==> src/rtl/rf_write_ctrl_if.sv <==
// Writeback handshake between the execute stage (master) and the RF write controller (slave).
interface rf_write_ctrl_if #(
   parameter int WORD_SIZE = 16,
   parameter int ADDR_W    = 2
);
   logic                 in_valid;
   logic                 in_ready;
   logic [ADDR_W-1:0]    in_addr;
   logic [WORD_SIZE-1:0] in_data;

   modport master (output in_valid, output in_addr, output in_data, input in_ready);
   modport slave  (input in_valid, input in_addr, input in_data, output in_ready);
endinterface

==> src/rtl/rf_write_ctrl.sv <==
// Write-side controller for the 4 x 16-bit register file: 2-entry FIFO, registered write port, read-hazard detection.
// Optional forwarding of pending data to the read ports is enabled by defining RF_FWD_EN; otherwise hazards stall.
module rf_write_ctrl #(
   parameter int WORD_SIZE = 16,
   parameter int ADDR_W    = 2,
   parameter int DEPTH     = 2
) (
   input  logic                 clk,
   input  logic                 reset_n,
   rf_write_ctrl_if.slave       wb,
   input  logic                 port_busy_i,
   output logic                 rf_write_o,
   output logic [ADDR_W-1:0]    rf_addr3_o,
   output logic [WORD_SIZE-1:0] rf_data3_o,
   input  logic                 rd_en1_i,
   input  logic                 rd_en2_i,
   input  logic [ADDR_W-1:0]    rd_addr1_i,
   input  logic [ADDR_W-1:0]    rd_addr2_i,
   output logic                 fwd1_hit_o,
   output logic                 fwd2_hit_o,
   output logic [WORD_SIZE-1:0] fwd1_data_o,
   output logic [WORD_SIZE-1:0] fwd2_data_o,
   output logic                 stall_o,
   output logic [1:0]           count_o
);
   localparam logic [1:0] FULL = 2'(DEPTH);

   logic [ADDR_W-1:0]    addr_q [2];
   logic [WORD_SIZE-1:0] data_q [2];
   logic                 head_q, head_d;
   logic                 tail_q, tail_d;
   logic [1:0]           count_q, count_d;
   logic                 wr_q, wr_d;
   logic [ADDR_W-1:0]    waddr_q, waddr_d;
   logic [WORD_SIZE-1:0] wdata_q, wdata_d;

   logic ready, push, pop, young_idx, nonempty;
   logic [2:0] match1, match2;

   // Bit 2 = youngest queued entry, bit 1 = head entry, bit 0 = output stage.
   function automatic logic [2:0] hazard_vec(input logic en, input logic [ADDR_W-1:0] ra,
                                             input logic qv, input logic [ADDR_W-1:0] ya,
                                             input logic [ADDR_W-1:0] ha, input logic ov,
                                             input logic [ADDR_W-1:0] oa);
      hazard_vec[2] = en && qv && (ya == ra);
      hazard_vec[1] = en && qv && (ha == ra);
      hazard_vec[0] = en && ov && (oa == ra);
   endfunction

   assign ready     = reset_n && (count_q < FULL);
   assign push      = wb.in_valid && ready;
   assign nonempty  = (count_q != 2'd0);
   assign pop       = nonempty && !port_busy_i;
   assign young_idx = ~tail_q;

   assign wb.in_ready = ready;
   assign count_o     = count_q;
   assign rf_write_o  = wr_q;
   assign rf_addr3_o  = waddr_q;
   assign rf_data3_o  = wdata_q;

   always_comb begin
      head_d  = head_q;
      tail_d  = tail_q;
      count_d = count_q;
      wr_d    = 1'b0;
      waddr_d = waddr_q;
      wdata_d = wdata_q;
      if (pop) begin
         wr_d    = 1'b1;
         waddr_d = addr_q[head_q];
         wdata_d = data_q[head_q];
         head_d  = ~head_q;
      end
      if (push) tail_d = ~tail_q;
      case ({push, pop})
         2'b10:   count_d = count_q + 2'd1;
         2'b01:   count_d = count_q - 2'd1;
         default: count_d = count_q;
      endcase
   end

   always_ff @(posedge clk) begin
      if (!reset_n) begin
         head_q  <= 1'b0;
         tail_q  <= 1'b0;
         count_q <= 2'd0;
         wr_q    <= 1'b0;
         waddr_q <= '0;
         wdata_q <= '0;
      end else begin
         head_q  <= head_d;
         tail_q  <= tail_d;
         count_q <= count_d;
         wr_q    <= wr_d;
         waddr_q <= waddr_d;
         wdata_q <= wdata_d;
      end
   end

   // Queue storage needs no reset: occupancy alone decides which entries are live.
   always_ff @(posedge clk) begin
      if (push) begin
         addr_q[tail_q] <= wb.in_addr;
         data_q[tail_q] <= wb.in_data;
      end
   end

   assign match1 = hazard_vec(rd_en1_i, rd_addr1_i, nonempty, addr_q[young_idx], addr_q[head_q], wr_q, waddr_q);
   assign match2 = hazard_vec(rd_en2_i, rd_addr2_i, nonempty, addr_q[young_idx], addr_q[head_q], wr_q, waddr_q);

`ifdef RF_FWD_EN
   // Youngest match wins so a reader always sees the value that will land last.
   function automatic logic [WORD_SIZE-1:0] fwd_pick(input logic [2:0] m,
                                                     input logic [WORD_SIZE-1:0] yd,
                                                     input logic [WORD_SIZE-1:0] hd,
                                                     input logic [WORD_SIZE-1:0] od);
      if (m[2])      fwd_pick = yd;
      else if (m[1]) fwd_pick = hd;
      else if (m[0]) fwd_pick = od;
      else           fwd_pick = '0;
   endfunction

   assign fwd1_hit_o  = |match1;
   assign fwd2_hit_o  = |match2;
   assign fwd1_data_o = fwd_pick(match1, data_q[young_idx], data_q[head_q], wdata_q);
   assign fwd2_data_o = fwd_pick(match2, data_q[young_idx], data_q[head_q], wdata_q);
   assign stall_o     = 1'b0;
`else
   assign fwd1_hit_o  = 1'b0;
   assign fwd2_hit_o  = 1'b0;
   assign fwd1_data_o = '0;
   assign fwd2_data_o = '0;
   assign stall_o     = (|match1) || (|match2);
`endif
endmodule

==> src/flat_wrapper.sv <==
// flat-port wrapper written by rule: the top's interface ports become plain ports
module rf_write_ctrl_flat 
#(
   parameter int WORD_SIZE = 16,
   parameter int ADDR_W    = 2,
   parameter int DEPTH     = 2
)
  (clk, reset_n, port_busy_i, rf_write_o, rf_addr3_o, rf_data3_o, rd_en1_i, rd_en2_i, rd_addr1_i, rd_addr2_i, fwd1_hit_o, fwd2_hit_o, fwd1_data_o, fwd2_data_o, stall_o, count_o, wb_in_valid, wb_in_addr, wb_in_data, wb_in_ready);
  rf_write_ctrl_if #(.WORD_SIZE(WORD_SIZE), .ADDR_W(ADDR_W)) wb_i ();
  input  logic clk;
  input  logic reset_n;
  input  logic port_busy_i;
  output logic rf_write_o;
  output logic [ADDR_W-1:0] rf_addr3_o;
  output logic [WORD_SIZE-1:0] rf_data3_o;
  input  logic rd_en1_i;
  input  logic rd_en2_i;
  input  logic [ADDR_W-1:0] rd_addr1_i;
  input  logic [ADDR_W-1:0] rd_addr2_i;
  output logic fwd1_hit_o;
  output logic fwd2_hit_o;
  output logic [WORD_SIZE-1:0] fwd1_data_o;
  output logic [WORD_SIZE-1:0] fwd2_data_o;
  output logic stall_o;
  output logic [1:0] count_o;
  input wire logic [$bits(wb_i.in_valid)-1:0] wb_in_valid;
  input wire logic [$bits(wb_i.in_addr)-1:0] wb_in_addr;
  input wire logic [$bits(wb_i.in_data)-1:0] wb_in_data;
  output wire logic [$bits(wb_i.in_ready)-1:0] wb_in_ready;
  assign wb_i.in_valid = wb_in_valid;
  assign wb_i.in_addr = wb_in_addr;
  assign wb_i.in_data = wb_in_data;
  assign wb_in_ready = wb_i.in_ready;
  rf_write_ctrl #(.WORD_SIZE(WORD_SIZE), .ADDR_W(ADDR_W), .DEPTH(DEPTH)) u_core (.clk(clk), .reset_n(reset_n), .wb(wb_i), .port_busy_i(port_busy_i), .rf_write_o(rf_write_o), .rf_addr3_o(rf_addr3_o), .rf_data3_o(rf_data3_o), .rd_en1_i(rd_en1_i), .rd_en2_i(rd_en2_i), .rd_addr1_i(rd_addr1_i), .rd_addr2_i(rd_addr2_i), .fwd1_hit_o(fwd1_hit_o), .fwd2_hit_o(fwd2_hit_o), .fwd1_data_o(fwd1_data_o), .fwd2_data_o(fwd2_data_o), .stall_o(stall_o), .count_o(count_o));
endmodule
==> config.mk <==
export PLATFORM = sky130hd
export DESIGN_NAME = rf_write_ctrl_flat
export DESIGN_NICKNAME = d
export VERILOG_FILES = /design/src/rtl/rf_write_ctrl_if.sv /design/src/rtl/rf_write_ctrl.sv /design/src/flat_wrapper.sv
export SDC_FILE = /design/constraint.sdc
export NUM_CORES = 1
export LEC_CHECK = 0
export CAP_MARGIN = 20
export CELL_PAD_IN_SITES_DETAIL_PLACEMENT = 1
export CELL_PAD_IN_SITES_GLOBAL_PLACEMENT = 2
export CORE_UTILIZATION = 32
export CTS_CLUSTER_DIAMETER = 40
export DETAILED_ROUTE_END_ITERATION = 12
export GPL_TIMING_DRIVEN = 0
export PLACE_DENSITY = 0.86
export SYNTH_ARGS = -nofsm -noshare
export SYNTH_HDL_FRONTEND = slang
export SYNTH_SLANG_ARGS = --single-unit
==> constraint.sdc <==
create_clock -name clk -period 4.1 [get_ports clk]
set_input_delay 0.82 -clock clk [delete_from_list [all_inputs] [get_ports clk]]
set_output_delay 0.82 -clock clk [all_outputs]
set_load 0.01 [all_outputs]
==> results of run 1 <==
[logic make-up after synthesis]
| group | after synthesis |
|---|---|
| adders and majority gates | 1 |
| buffers and inverters | 42 |
| other | 1 |
| muxes | 20 |
| AOI/OAI and AO/OA | 27 |
| xor gates and xnor gates | 13 |
| and+or+nand+nor | 35 |
| DFF | 60 |
[state kept, by name (all words and copies together), names as in the netlist, named ones only]
name / count
u_core.rf_addr3_o: 2
u_core.count_o: 2
u_core.tail_q: 1
u_core.addr_q: 4
u_core.rf_data3_o: 16
u_core.rf_write_o: 1
u_core.head_q: 1
u_core.data_q: 32
[synth_stat cells, types with 3 or more instances]
master | n | area share (%)
o211a_1 | 18 | 6.9
and2_1 | 5 | 1.2
buf_4 | 35 | 10
buf_2 | 4 | 0.77
nand2_1 | 21 | 3.0
xnor2_1 | 12 | 4.1
clkbuf_1 | 3 | 0.43
nand3_1 | 3 | 0.58
mux2i_1 | 18 | 6.9
edfxtp_1 | 36 | 42
dfxtp_1 | 24 | 19
nor2_1 | 3 | 0.43
[area by class of cell]
cell class                 count  area, um2  area share [%]
tap                          102      127.6           3.600
sequential                    60       1562           44.05
clock buffer                   9      123.9           3.495
clock inverter                 7      57.56           1.624
timing repair buffer          51      515.5           14.54
buffer                        42      294.0           8.295
multi-input combinational    130      864.6           24.39
[worst min-delay path by stage]
stage | start | end | cells after the start
after floorplan | u_core.count_o[1] | u_core.count_o[1] | 2
after global placement | u_core.rf_data3_o[10] | u_core.rf_data3_o[10] | 1
after detailed placement | u_core.rf_data3_o[10] | u_core.rf_data3_o[10] | 1
after CTS | u_core.rf_data3_o[10] | u_core.rf_data3_o[10] | 1
after global routing | u_core.rf_data3_o[7] | u_core.rf_data3_o[7] | 1
final | u_core.rf_data3_o[10] | u_core.rf_data3_o[10] | 1
[per-layer routing]
layer  wire length, um  track usage [%]  vias to the layer above
met5                 0                0                        -
met4               115            7.031                        0
met3               297            3.980                       13
met2              2596            21.70                       62
met1              2037            14.02                      807
li1                  -                -                      829
[power by group through the flow]
stage               combinational (mW)  clock [mW]  sequential [mW]
finish                           0.574       0.489            0.799
CTS                              0.588       0.502            0.801
detailed placement               0.587           0            0.813
global route                     0.627       0.533            0.811
floorplan                        0.313           0            0.828
global placement                 0.562           0            0.809
[metrics by stage]
stage	setup slack [ps]	power [mW]
after floorplan	1674	1.142
after global routing	671.4	1.971
final	796.9	1.862
after detailed placement	773.1	1.400
after CTS	769.5	1.891
after global placement	647.2	1.371
==> reports/summary.txt, run 1 <==
sequential power share -> 42.9%
Clock Skews -> 4.157 ps
Num CTS Buffers -> 9
r2r worst-path depth -> 6
adder-cell area share of the yosys netlist -> 0.4824%
#FFs+latches synth -> 60
gr ovfl total -> 0
residual DRC count -> 0
Area Overhead vs Synth -> 36.66%
Post-synth EDFFs -> 36
Top-Level Pins -> 85
layout net count -> 323
DR pass1 iterations -> 4
clock latency on the worst-skew pair -> 330 ps
RSZ-0062 raised after global routing -> false
Post-DRT Antenna Nets -> 0
postcts setup bufs -> 0
Setup TNS -> 0 ps
worst r2r dst -> u_core.count_o[1]
Root Buffer -> clkbuf_8
GRT Overall Usage -> 12.72%
DR vias -> 1,711
wire length per cell -> 12.58 um
Reg clk slew, reported paths -> 70 ps
CP most frequent cell -> clkdlybuf4s50_1
post-synthesis cell count -> 199
Post-Synth Simple-Gate Area -> 5.982%
part of the cycle the worst path needs -> 80.56%
final hold slack -> 497.5 ps
ys async rst share -> 0%
Port Buf Inserts -> 50
Layout fillers -> 857
clock sink count -> 60
Via-to-Cell Ratio -> 4.267
fin area -> 3545 um2
main combinational cell family by area after synthesis -> buffers and inverters
Setup-failing EPs final -> 0
Worst Tran Pin Value -> 857.1 ps
Psw -> 0.5395 mW
fin util -> 45.63%
min Tclk post-route -> 3303 ps
combinational share of power -> 30.8%
Post-Route WL -> 5046 um
Worst VDD drop -> 0.2166 mV
# resized after CTS -> 0
CP Max Fanout -> 3
row count -> 32
sequential area share after synthesis -> 60.20%
Final Non-Filler Cells -> 401
Final Max Slew Viols -> 0
CP Cell Sequence -> clkdlybuf4s50_1 -> xnor2_1 -> nand2_1 -> o22ai_1 -> o211ai_1 -> o21ai_1 -> clkdlybuf4s50_1
die span in x -> 92.03 um
Core Area -> 7767 um2
ys flop type -> edfxtp_1
min-delay worst type -> reg2reg
layout cell share with drive strength beyond 1 -> 19.40%
Cell Area, Synth -> 2594 um2
reg-to-reg startpoint -> u_core.count_o[0]
CTS tree -> done
syn_area_per_cell -> 13.03 um2
Die Height -> 92.03 um
Setup crit start -> rd_addr2_i[1]
Placer Congestion -> 0.7136
vias in the first global route -> 1,697
CP Buf/Inv Count -> 2
Internal -> 1.322 mW
flop2flop setup slack -> 2210 ps
hold_buf cts -> 0
CP required -> 3280 ps
leading cell type in the layout, fill and taps excluded -> clkdlybuf4s50_1
Hold Vio Cnt, Final -> 0
Worst Setup Start Kind -> primary input
initial core utilization -> 33.39%
DIE AREA -> 8470 um2
most frequent cells in the layout -> clkdlybuf4s50_1, edfxtp_1, buf_4
H-tree depth -> 3
hpwl dp -> 3804 um
Pwr Density -> 525.3 nW/um2
Clock power frac -> 26.3%
Max Cap Viol -> 0
Slew HR -> 42.86%
critical path's largest stage delay -> 550 ps
Synth Area in Compound Gates -> 9.455%
outcome -> completed
critical path class -> in2out
Worst EP arrival -> 2480 ps
placed cells -> 385
largest net degree at the start of global routing -> 19
CP delay by family, top -> buffers and inverters
antenna diode instance count -> 0
multiplexer area fraction after synthesis -> 8.008%
antenna violations before repair -> 0
xor-xnor portion of the synthesized cell area -> 4.390%
Post-DP Area -> 3363 um2
count of cell types in the netlist -> 27
worst setup path end -> stall_o
Max Clock Freq -> 302.7 MHz
DRT iter0 DRCs -> 48
Max clock buf depth -> 2
Leak Pwr -> 1.554 nW
cell count along the critical path -> 7
Worst Setup End Kind -> output pin
synth warn -> 0
Crit-path slowest cell -> clkdlybuf4s50_1
Sw Share -> 28.98%
first-pass GRT wire length -> 8031 um
(Power assumes the default switching activity.)
==> run 2: changes to the inputs <==
CORE_UTILIZATION = 29   (was 32)
PLACE_DENSITY = 0.79   (was 0.86)
clock period = 3.2 ns   (was 4.1 ns; I/O delays follow)
==> run 2 against run 1 <==
Against the previous run: via count fell by 1.9%; final area up 2.0%; flip-flop and latch count unchanged; die area grew 10%; count of clock-buffer cells in the layout grew 3; combinational power rose by 28%; clock skew rose by 0.60 ps; sequential share of layout area is 0.88 points lower; final cell count is 1.5% higher; power is 40% higher; setup slack got worse by 570 ps; critical endpoint unchanged; largest cell class unchanged.
==> reports/summary.txt, run 2 (synthesis results as in run 1) <==
Overall Power -> 2.610 mW (was 1.862 mW)
min Tclk post-route -> 2975 ps
Max clock buf depth -> 2 (unchanged)
Reg clk slew, reported paths -> 60 ps (was 70 ps)
Leak Pwr -> 1.582 nW (was 1.554 nW)
# resized after CTS -> 0 (unchanged)
CP most frequent cell -> clkdlybuf4s50_1 (unchanged)
CP Cell Sequence -> clkdlybuf4s50_1 -> xnor2_1 -> nand2_1 -> o22ai_1 -> o211ai_1 -> o21ai_1 -> clkdlybuf4s50_1 (unchanged)
hold_buf cts -> 0 (unchanged)
Area Overhead vs Synth -> 39.46% (was 36.66%)
vias in the first global route -> 1,641 (was 1,697)
DRT iter0 DRCs -> 39 (was 48)
Most flops, register -> u_core.data_q (unchanged)
CP Max Fanout -> 3 (unchanged)
clock sink count -> 60 (unchanged)
met3 WL post-DR -> 398 um (was 297 um)
row count -> 34 (was 32)
met2 wire len -> 2459 um (was 2596 um)
postcts setup bufs -> 0 (unchanged)
Worst EP arrival -> 2330 ps (was 2480 ps)
antenna diode instance count -> 0 (unchanged)
Worst VDD drop -> 0.4017 mV (was 0.2166 mV)
DIE AREA -> 9326 um2 (was 8470 um2)
die span in x -> 96.57 um (was 92.03 um)
RSZ-0062 raised after global routing -> false (unchanged)
DR top layer -> met4 (unchanged)
CP delay by family, top -> buffers and inverters (unchanged)
Post-Route WL -> 5196 um (was 5046 um)
GRT Overall Usage -> 12.12% (was 12.72%)
most frequent cells in the layout -> clkdlybuf4s50_1, edfxtp_1, buf_4 (unchanged)
Max Clock Freq -> 336.2 MHz
critical path's largest stage delay -> 550 ps (about the same)
Max Cap Viol -> 0 (unchanged)
wire length per cell -> 12.77 um (was 12.58 um)
CP Buf/Inv Count -> 2 (unchanged)
Worst Setup Start Kind -> primary input (unchanged)
Top-Level Pins -> 85 (unchanged)
Slew HR -> 40.93% (was 42.86%)
part of the cycle the worst path needs -> 92.95%
outcome -> completed (unchanged)
hpwl dp -> 3753 um (was 3804 um)
Placer Congestion -> 0.6515 (was 0.7136)
CTS tree -> done (unchanged)
Largest register FFs -> 32 (unchanged)
Die Height -> 96.57 um (was 92.03 um)
CP required -> 2560 ps (was 3280 ps)
residual DRC count -> 0 (unchanged)
largest net degree at the start of global routing -> 19 (unchanged)
H-tree depth -> 3 (unchanged)
Worst Tran Pin Value -> 886.0 ps (was 857.1 ps)
Hold Vio Cnt, Final -> 0 (unchanged)
Num CTS Buffers -> 9 (unchanged)
Crit-path slowest cell -> clkdlybuf4s50_1 (unchanged)
Clock Skews -> 4.758 ps (was 4.157 ps)
Pwr Density -> 721.5 nW/um2 (was 525.3 nW/um2)
Post-DRT Antenna Nets -> 0 (unchanged)
gr ovfl total -> 0 (unchanged)
layout net count -> 323 (unchanged)
DR pass1 iterations -> 6 (was 4)
Port Buf Inserts -> 50 (unchanged)
layout cell share with drive strength beyond 1 -> 19.73% (was 19.40%)
Core Area -> 8678 um2 (was 7767 um2)
DR vias -> 1,678 (was 1,711)
Final Max Slew Viols -> 0 (unchanged)
leading cell type in the layout, fill and taps excluded -> clkdlybuf4s50_1 (unchanged)
antenna violations before repair -> 0 (unchanged)
Root Buffer -> clkbuf_8 (unchanged)
Via-to-Cell Ratio -> 4.123 (was 4.267)
Setup-failing EPs final -> 0 (unchanged)
M1 WL -> 2193 um (was 2037 um)
critical path class -> in2out (unchanged)
Worst Setup End Kind -> output pin (unchanged)
clock latency on the worst-skew pair -> 340 ps (was 330 ps)
post-route setup slack -> 225.4 ps (was 796.9 ps)
Setup WS pre-CTS -> 190.6 ps (was 773.1 ps)
first-pass GRT wire length -> 7900 um (was 8031 um)
initial core utilization -> 29.89% (was 33.39%)
min-delay worst type -> reg2reg (unchanged)
run 2: final timing paths:
check | start | to | slack (ps) | cells past startpoint
worst max-delay path | rd_addr2_i[1] | stall_o | 230 | 7
worst min-delay path | u_core.rf_data3_o[2] | u_core.rf_data3_o[2] | 500 | 1
worst max register to register | u_core.count_o[0] | u_core.count_o[1] | 1340 | 6
worst min register to register | u_core.rf_data3_o[2] | u_core.rf_data3_o[2] | 500 | 1
run 2: layout make-up:
| type | count | area (um2) |
|---|---|---|
| plain buffers | 42 | 294.0 |
| clock buffers | 12 | 155.1 |
| clock inverters | 4 | 95.09 |
| fillers | 965 | 5061 |
| multi-input cells | 130 | 864.6 |
| flip-flops and latches | 60 | 1562 |
| well taps | 108 | 135.1 |
| repair buffers | 51 | 511.7 |
run 2: metal layers:
metal,track usage [%],vias to the layer above
met2,19.78,62
met4,7.721,0
met5,0,-
met1,13.59,773
met3,3.991,12
li1,-,831
run 2: worst register-to-register path: cells and delay by family, from the launching register on:
| family | cells | cell delay (ps) |
|---|---|---|
| AND/OR/NAND/NOR | 3 | 650 |
| flip-flops | 1 | 410 |
| adder cells (fa/ha/maj) | 1 | 300 |
| buffers and inverters | 1 | 270 |
| AO/OA/AOI/OAI | 1 | 160 |
run 2: where the power goes:
group	internal [mW]	leakage [nW]	total (mW)	switching (mW)
clock network	0.559	0.127	0.855	0.296
registers	0.945	0.527	1.02	0.0753
logic	0.400	0.929	0.735	0.335
total	1.90	1.58	2.61	0.706
run 2: stage by stage:
step	cells	utilization, %	setup TNS, ps	instance area [um2]	hold WS, ps
2_1_floorplan	232	-	0	2718	533.5
3_3_place_gp	390	38.64	-1091	3353	483.5
3_5_place_dp	391	38.80	0	3367	486.7
4_1_cts	407	41.68	0	3617	502.7
5_1_grt	407	41.68	0	3617	518.4
6_report	407	41.68	0	3617	498.3
==> run 3: changes to the inputs <==
CORE_MARGIN = 3   (was default)
PLACE_DENSITY = default   (was 0.79)
PLACE_DENSITY_LB_ADDON = 0.1   (was default)
==> run 3 against run 2 <==
Against the previous run: maximum frequency rose by 0.92%; via count fell by 0.77%; sequential share of layout area rose by 0.42 points; register-to-register slack barely moved; final area fell by 0.97%; worst hold slack improved by 1.6 ps; clock skew rose by 2.3 ps; sequential power barely moved.
==> reports/summary.txt, run 3 (synthesis results as in run 1) <==
outcome -> completed (unchanged)
CP required -> 2560 ps (about the same)
r2r worst-path depth -> 6 (unchanged)
final hold slack -> 499.9 ps (was 498.3 ps)
most frequent cells in the layout -> clkdlybuf4s50_1, edfxtp_1, buf_4 (unchanged)
Max Cap Viol -> 0 (unchanged)
worst setup path end -> stall_o (unchanged)
Die Height -> 100.6 um (was 96.57 um)
Core Area -> 8464 um2 (was 8678 um2)
H-tree depth -> 3 (unchanged)
Worst EP arrival -> 2310 ps (was 2330 ps)
Max clock buf depth -> 2 (unchanged)
layout cell share with drive strength beyond 1 -> 19.73% (unchanged)
Layout fillers -> 947 (was 965)
DIE AREA -> 10,110 um2 (was 9326 um2)
flop2flop setup slack -> 1330 ps (was 1340 ps)
Slew HR -> 37.96% (was 40.93%)
Area Overhead vs Synth -> 38.11% (was 39.46%)
Hold Vio Cnt, Final -> 0 (unchanged)
hpwl dp -> 3799 um (was 3753 um)
CTS tree -> done (unchanged)
clock latency on the worst-skew pair -> 320 ps (was 340 ps)
Num CTS Buffers -> 9 (unchanged)
wire length per cell -> 13.12 um (was 12.77 um)
part of the cycle the worst path needs -> 92.10% (was 92.95%)
Setup crit start -> rd_addr2_i[1] (unchanged)
fin area -> 3582 um2 (was 3617 um2)
worst r2r dst -> u_core.count_o[1] (unchanged)
first-pass GRT wire length -> 8114 um (was 7900 um)
Worst Setup End Kind -> output pin (unchanged)
clock sink count -> 60 (unchanged)
Root Buffer -> clkbuf_8 (unchanged)
Port Buf Inserts -> 50 (unchanged)
hold_buf cts -> 0 (unchanged)
antenna violations before repair -> 0 (unchanged)
initial core utilization -> 30.64% (was 29.89%)
residual DRC count -> 0 (unchanged)
Post-DP Area -> 3379 um2 (was 3367 um2)
Worst Tran Pin Value -> 930.6 ps (was 886.0 ps)
GRT Overall Usage -> 10.62% (was 12.12%)
DR pass1 iterations -> 3 (was 6)
Final Max Slew Viols -> 0 (unchanged)
Most flops, register -> u_core.data_q (unchanged)
min-delay worst type -> reg2reg (unchanged)
layout net count -> 323 (unchanged)
Worst VDD drop -> 0.3354 mV (was 0.4017 mV)
critical path class -> in2out (unchanged)
Leak Pwr -> 1.564 nW (was 1.582 nW)
placed cells -> 388 (was 391)
Sequential Area -> 1562 um2 (unchanged)
Clock Skews -> 7.026 ps (was 4.758 ps)
DRT iter0 DRCs -> 53 (was 39)
Setup-failing EPs final -> 0 (unchanged)
Via-to-Cell Ratio -> 4.121 (was 4.123)
min Tclk post-route -> 2947 ps (was 2975 ps)
Final Non-Filler Cells -> 404 (was 407)
CP Max Fanout -> 3 (unchanged)
DR vias -> 1,665 (was 1,678)
Post-DRT Antenna Nets -> 0 (unchanged)
Post-Route WL -> 5300 um (was 5196 um)
vias in the first global route -> 1,673 (was 1,641)
leading cell type in the layout, fill and taps excluded -> clkdlybuf4s50_1 (unchanged)
footprint of the multi-input gates -> 864.6 um2 (unchanged)
largest net degree at the start of global routing -> 19 (unchanged)
gr ovfl total -> 0 (unchanged)
Top-Level Pins -> 85 (unchanged)
Placer Congestion -> 0.6620 (was 0.6515)
Largest register FFs -> 32 (unchanged)
die span in x -> 100.6 um (was 96.57 um)
reg-to-reg startpoint -> u_core.count_o[0] (unchanged)
RSZ-0062 raised after global routing -> false (unchanged)
Worst Setup Start Kind -> primary input (unchanged)
Max Clock Freq -> 339.3 MHz (was 336.2 MHz)
postcts setup bufs -> 0 (unchanged)
row count -> 33 (was 34)
Pwr Density -> 682.6 nW/um2 (was 721.5 nW/um2)
antenna diode instance count -> 0 (unchanged)
Reg clk slew, reported paths -> 60 ps (about the same)
# resized after CTS -> 0 (unchanged)
[run 3: cell type report]
type	instances	share of cell area, %
clock inverters	4	1.327
multi-input cells	130	24.14
well taps	105	3.667
flip-flops and latches	60	43.59
repair buffers	51	14.74
plain buffers	42	8.208
clock buffers	12	4.331
[run 3: power by group]
group | switching [mW] | total (mW) | leakage (nW) | internal (mW)
registers | 0.0756 | 1.02 | 0.527 | 0.945
logic | 0.340 | 0.746 | 0.935 | 0.406
clock network | 0.280 | 0.679 | 0.102 | 0.400
total | 0.695 | 2.45 | 1.56 | 1.75
[run 3: per-stage QoR]
step / power (mW) / utilization (%) / worst slack, ps / TNS (ps)
global placement: 1.778 / 39.57 / -199.4 / -3663
finish: 2.445 / 42.32 / 252.7 / 0
CTS: 2.491 / 42.32 / 224.2 / 0
floorplan: 1.463 / - / 953.8 / 0
global route: 2.593 / 42.32 / 110.5 / 0
detailed placement: 1.801 / 39.93 / 229.0 / 0
[run 3: layer usage]
metal | share of wire [%] | vias up | wire [um] | track usage (%)
met3 | 6.9 | 7 | 368 | 2.699
met4 | 1.7 | 0 | 89 | 5.596
met1 | 42 | 768 | 2244 | 11.97
met2 | 49 | 60 | 2597 | 18.40
met5 | 0 | - | 0 | 0
li1 | - | 830 | - | -
[run 3: worst min path at each step]
stage / startpoint / endpoint / slack (ps) / cells after the start
global route: u_core.rf_data3_o[4] / u_core.rf_data3_o[4] / 510 / 1
CTS: u_core.rf_data3_o[7] / u_core.rf_data3_o[7] / 500 / 1
global placement: u_core.rf_data3_o[0] / u_core.rf_data3_o[0] / 480 / 1
floorplan: u_core.count_o[1] / u_core.count_o[1] / 530 / 2
finish: u_core.rf_data3_o[7] / u_core.rf_data3_o[7] / 500 / 1
detailed placement: u_core.rf_data3_o[4] / u_core.rf_data3_o[4] / 490 / 1
[run 3: worst max-delay path, stage by stage]
cell	delay (ps)
clkdlybuf4s50_1	550
xnor2_1	170
nand2_1	80
o22ai_1	160
o211ai_1	90
o21ai_1	80
clkdlybuf4s50_1	550
